==> src/rtl/pulse_train_gen.sv <==
// pulse_train_gen: produces count pulses of high_len cycles high followed by
// low_len cycles low, then a one-cycle done. data, busy, done and err are
// registered. The field values are captured when a start is accepted, so
// input changes during a train have no effect on that train.
// Optional build macro PULSE_TRAIN_GEN_ABORT_EN adds an abort input that
// cancels a train that is in progress.
//
// state | meaning
// IDLE  | waiting for start; a start with any zero field raises err
// HIGH  | data high; phase counter times the high phase
// LOW   | data low; phase counter times the low phase
// DONE  | the train has completed; done is high for this one cycle
module pulse_train_gen #(
  parameter int W = 8
) (
  input  logic         clk,
  input  logic         rst,
  input  logic         start,
`ifdef PULSE_TRAIN_GEN_ABORT_EN
  input  logic         abort,
`endif
  input  logic [W-1:0] count,
  input  logic [W-1:0] high_len,
  input  logic [W-1:0] low_len,
  output logic         data,
  output logic         busy,
  output logic         done,
  output logic         err
);

  typedef enum logic [1:0] {IDLE, HIGH, LOW, DONE} state_t;

  state_t       state, state_nxt;
  logic [W-1:0] phase_cnt, phase_cnt_nxt;
  logic [W-1:0] pulse_cnt, pulse_cnt_nxt;
  logic [W-1:0] high_q, high_q_nxt;
  logic [W-1:0] low_q, low_q_nxt;
  logic         reject;
  logic         abort_req;
  logic         data_nxt, busy_nxt, done_nxt, err_nxt;

`ifdef PULSE_TRAIN_GEN_ABORT_EN
  assign abort_req = abort;
`else
  assign abort_req = 1'b0;
`endif

  // State, counters, latched fields and registered outputs
  always_ff @(posedge clk) begin
    if (rst) begin
      state     <= IDLE;
      phase_cnt <= '0;
      pulse_cnt <= '0;
      high_q    <= '0;
      low_q     <= '0;
      data      <= 1'b0;
      busy      <= 1'b0;
      done      <= 1'b0;
      err       <= 1'b0;
    end else begin
      state     <= state_nxt;
      phase_cnt <= phase_cnt_nxt;
      pulse_cnt <= pulse_cnt_nxt;
      high_q    <= high_q_nxt;
      low_q     <= low_q_nxt;
      data      <= data_nxt;
      busy      <= busy_nxt;
      done      <= done_nxt;
      err       <= err_nxt;
    end
  end

  // Next state and counter updates. Each phase counter is loaded with its
  // length minus one and the phase ends on zero, so an all-ones length never
  // needs a wider counter. The pulse counter holds the number of pulses left.
  always_comb begin
    state_nxt     = state;
    phase_cnt_nxt = phase_cnt;
    pulse_cnt_nxt = pulse_cnt;
    high_q_nxt    = high_q;
    low_q_nxt     = low_q;
    reject        = 1'b0;
    case (state)
      IDLE: begin
        if (start) begin
          if ((count != '0) && (high_len != '0) && (low_len != '0)) begin
            state_nxt     = HIGH;
            phase_cnt_nxt = high_len - W'(1);
            pulse_cnt_nxt = count;
            high_q_nxt    = high_len;
            low_q_nxt     = low_len;
          end else begin
            reject = 1'b1;
          end
        end
      end
      HIGH: begin
        if (abort_req) begin
          state_nxt     = IDLE;
          phase_cnt_nxt = '0;
          pulse_cnt_nxt = '0;
        end else if (phase_cnt == '0) begin
          state_nxt     = LOW;
          phase_cnt_nxt = low_q - W'(1);
        end else begin
          phase_cnt_nxt = phase_cnt - W'(1);
        end
      end
      LOW: begin
        if (abort_req) begin
          state_nxt     = IDLE;
          phase_cnt_nxt = '0;
          pulse_cnt_nxt = '0;
        end else if (phase_cnt == '0) begin
          if (pulse_cnt == W'(1)) begin
            state_nxt     = DONE;
            pulse_cnt_nxt = '0;
          end else begin
            state_nxt     = HIGH;
            phase_cnt_nxt = high_q - W'(1);
            pulse_cnt_nxt = pulse_cnt - W'(1);
          end
        end else begin
          phase_cnt_nxt = phase_cnt - W'(1);
        end
      end
      DONE: begin
        state_nxt = IDLE;
      end
      default: begin
        state_nxt = IDLE;
      end
    endcase
  end

  // Output decode from the next state so the registered outputs line up
  // with the state they describe
  always_comb begin
    data_nxt = (state_nxt == HIGH);
    busy_nxt = (state_nxt == HIGH) || (state_nxt == LOW);
    done_nxt = (state_nxt == DONE);
    err_nxt  = reject;
  end

endmodule

==> config.mk <==
export PLATFORM = sky130hd
export DESIGN_NAME = pulse_train_gen
export DESIGN_NICKNAME = d
export VERILOG_FILES = /design/src/rtl/pulse_train_gen.sv
export SDC_FILE = /design/constraint.sdc
export NUM_CORES = 1
export LEC_CHECK = 0
export CAP_MARGIN = 40
export CORE_MARGIN = 2
export CORE_UTILIZATION = 35
export DETAILED_ROUTE_END_ITERATION = 7
export PLACE_DENSITY = 0.61
export SYNTH_ARGS = -nofsm -noshare
export SYNTH_HDL_FRONTEND = slang
export SYNTH_SLANG_ARGS = --single-unit
==> constraint.sdc <==
create_clock -name clk -period 6.5 [get_ports clk]
set_clock_uncertainty 0.15 [all_clocks]
set_input_delay 1.3 -clock clk [delete_from_list [all_inputs] [get_ports clk]]
set_output_delay 1.3 -clock clk [all_outputs]
set_load 0.03 [all_outputs]
==> metrics <==
result of the run completed; Worst-Skew Late Latency 0.30 ns; count of unresolved DRC violations after routing 0; H-tree levels 2; per-cell routed wire length 15.56 um; initial DRC count 134; worst endpoint required time 6.53 ns; Final Routed Wirelength 6.973 mm; number of slew-limit violations in the final report 0; area added between synthesis and finish 20.35%; CTS tree done; number of warnings printed during yosys synthesis 0; ys async rst share 0%; share of layout cells above drive strength 1 6.304%; clock buffer count from CTS 5; sequential-to-total area share from yosys stat 29.05%; type of the worst setup path primary input to register; net count after synthesis 362; Layout Nets 388; initial core utilization 36.10%; via-per-instance ratio 5.600; storage element area 760.7 um2; wire length of the first global-routing pass 11.56 mm; number of detailed-route iterations in the first pass 4; main flop type after synthesis dfxtp_1; capturing element type of the critical path register; antenna violation net count after detailed routing 0; class of the tightest hold or removal check register to register; largest net degree at the start of global routing 37; post-CTS repair timing setup buffer count 0; hold path startpoint pulse_cnt[1]$_SDFFE_PP0P_; most frequent cell after synthesis nor2_1; DIE AREA 8190 um2; area of the mapped netlist 2619 um2; flip-flop and latch count after synthesis 38; I/O pin count 31; HPWL after DPL 5.196 mm; number of port buffers 30; Register-to-Register Setup Slack 3.62 ns; most area-hungry cell type in the Yosys netlist dfxtp_1; site row count 31; fill cell instance count of the final layout 734; # Max-Cap Violations 0; diode count 0; largest fanout on the critical path 18; clock edge transition at the registers on the reported setup and hold paths 0.08 ns; CTS root buffer clkbuf_8; number of standard cells after synthesis 322; P_leak 1.173 nW; number of antenna violations at the first check in global routing 0; final setup vio count 0; Hold Buf Count CTS 0; P per Cell Area 348.6 nW/um2; Final Hold Vio Count 0; CORE AREA 7253 um2; final period demand of the worst path 3.928 ns; start of the worst register-to-register path phase_cnt[0]$_SDFFE_PP0P_; global placer's final weighted congestion 0.8943; global-route usage over all layers 17.37%; RSZ-0062 raised after global routing no; Arr. time, crit path 3.96 ns; post-route fraction of the period consumed by the critical path 60.44%; end of the worst hold path pulse_cnt[1]$_SDFFE_PP0P_; mean cell area of the mapped netlist 8.133 um2; VDD IR max 0.0001063 V; hold path cells 2; Slew HR 42.40%; sinks on the clock net 38; y dimension of the die 90.50 um; top cell type's share of synthesized area 29.05%; worst-margin pin slew 0.8528 ns; Chip Width 90.50 um; total congestion overflow after global routing 0; maximum count of clock buffers along a single path 2; setup_tns 0 ns; CP Launch Type primary input; routed vias 2509; top cells by instance count after synthesis 39 x nor2_1, 38 x dfxtp_1, 23 x a21oi_1, 20 x inv_1, 16 x mux2i_1; maximum frequency from static timing analysis 254.6 MHz; top cells by area in the synthesized netlist dfxtp_1 29%, ha_1 6.2%, mux2i_1 6.1%, nor2_1 5.6%, a21oi_1 4.4%; cells resized by post-CTS repair 0; endpoint of the lowest-slack register-to-register path busy$_SDFF_PP0_; vias in the first global route 2299; Post-synth EDFFs 0; Yosys cell types 56; total area of multi-input combinational cells 1723 um2; worst reg-to-reg path cell count 8; final total power 0.001099 W
-- layer usage --
| metal | wire length, um | track usage [%] | vias up | share of wire [%] |
|---|---|---|---|---|
| met5 | 0 | 0 | - | 0 |
| li1 | - | - | 1266 | - |
| met4 | 107 | 5.385 | 0 | 1.5 |
| met1 | 3313 | 23.79 | 1173 | 48 |
| met3 | 381 | 2.838 | 8 | 5.5 |
| met2 | 3170 | 27.92 | 62 | 45 |
-- power by group --
group | internal, W | leakage (nW) | total (W) | switching (W)
sequential | 0.000282 | 0.313 | 0.000343 | 0.0000610
combinational | 0.000216 | 0.791 | 0.000505 | 0.000290
clock | 0.000154 | 0.0683 | 0.000250 | 0.0000963
total | 0.000652 | 1.17 | 0.00110 | 0.000447
-- metrics by stage --
step                cell area (um2)  utilization [%]  std cells  setup WS [ns]  hold slack (ns)
floorplan                      2619                -        322          3.142           0.3196
global placement               3009            41.49        439          2.308           0.3475
detailed placement             3014            41.56        440          2.266           0.3561
CTS                            3152            43.45        448          2.581           0.3716
global route                   3152            43.45        448          2.450           0.4060
finish                         3152            43.45        448          2.572           0.3683
-- area by class of cell --
cell class / count / area share, %
Multi-Input combinational cell: 248 / 54.66
Sequential cell: 38 / 24.14
Timing Repair Buffer: 34 / 10.40
Tap cell: 99 / 3.930
Inverter: 21 / 2.501
Clock buffer: 5 / 2.183
Clock inverter: 3 / 2.183
-- layout by cell type, fill, tap and decap left out, drive strengths merged, types with 3 or more instances in the layout --
| cell | instances |
|---|---|
| o21ai | 10 |
| or4 | 10 |
| nor2b | 6 |
| a31oi | 9 |
| xnor2 | 9 |
| o221ai | 3 |
| ha | 13 |
| buf | 4 |
| a211oi | 8 |
| a21oi | 23 |
| clkbuf | 5 |
| nand2 | 10 |
| clkdlybuf4s50 | 30 |
| o211ai | 5 |
| nor3b | 3 |
| a311oi | 3 |
| mux2i | 16 |
| inv | 20 |
| o31a | 6 |
| or3 | 8 |
| nor4 | 3 |
| o31ai | 11 |
| nor3 | 7 |
| nor2 | 39 |
| xor2 | 4 |
| nand3 | 6 |
| dfxtp | 38 |
-- worst max-delay path: stages --
cell and delay (ns):
clkdlybuf4s50_1 0.50, nor4_1 0.77, a31o_2 0.33, nor3_2 0.05, buf_4 0.24, o31a_1 0.34, ha_1 0.29, nor2b_1 0.12
-- worst max path at each step --
stage | start | endpoint | slack, ns | depth (start not counted)
finish | high_len[2] | busy$_SDFF_PP0_ | 2.57 | 8
CTS | high_len[2] | busy$_SDFF_PP0_ | 2.58 | 8
global route | high_len[2] | busy$_SDFF_PP0_ | 2.45 | 8
global placement | high_len[2] | busy$_SDFF_PP0_ | 2.31 | 8
floorplan | count[4] | busy$_SDFF_PP0_ | 3.14 | 7
detailed placement | high_len[2] | busy$_SDFF_PP0_ | 2.27 | 8
-- registers in the layout (all words and copies together) (netlist names) --
register,count
low_q,8
pulse_cnt,8
busy,1
err,1
high_q,8
state,2
data,1
done,1
phase_cnt,8
-- cells by family (layout without fill, tap and decap cells) --
group	after synthesis	in the layout	share of synthesized area, %
mux	16	16	6.115
xor+xnor	13	13	4.348
flops	38	38	29.05
buf+inv	36	63	5.351
simple gates	104	104	21.55
compound gates	102	102	27.38
fa+ha+maj	13	13	6.211
(Power assumes the default switching activity.)
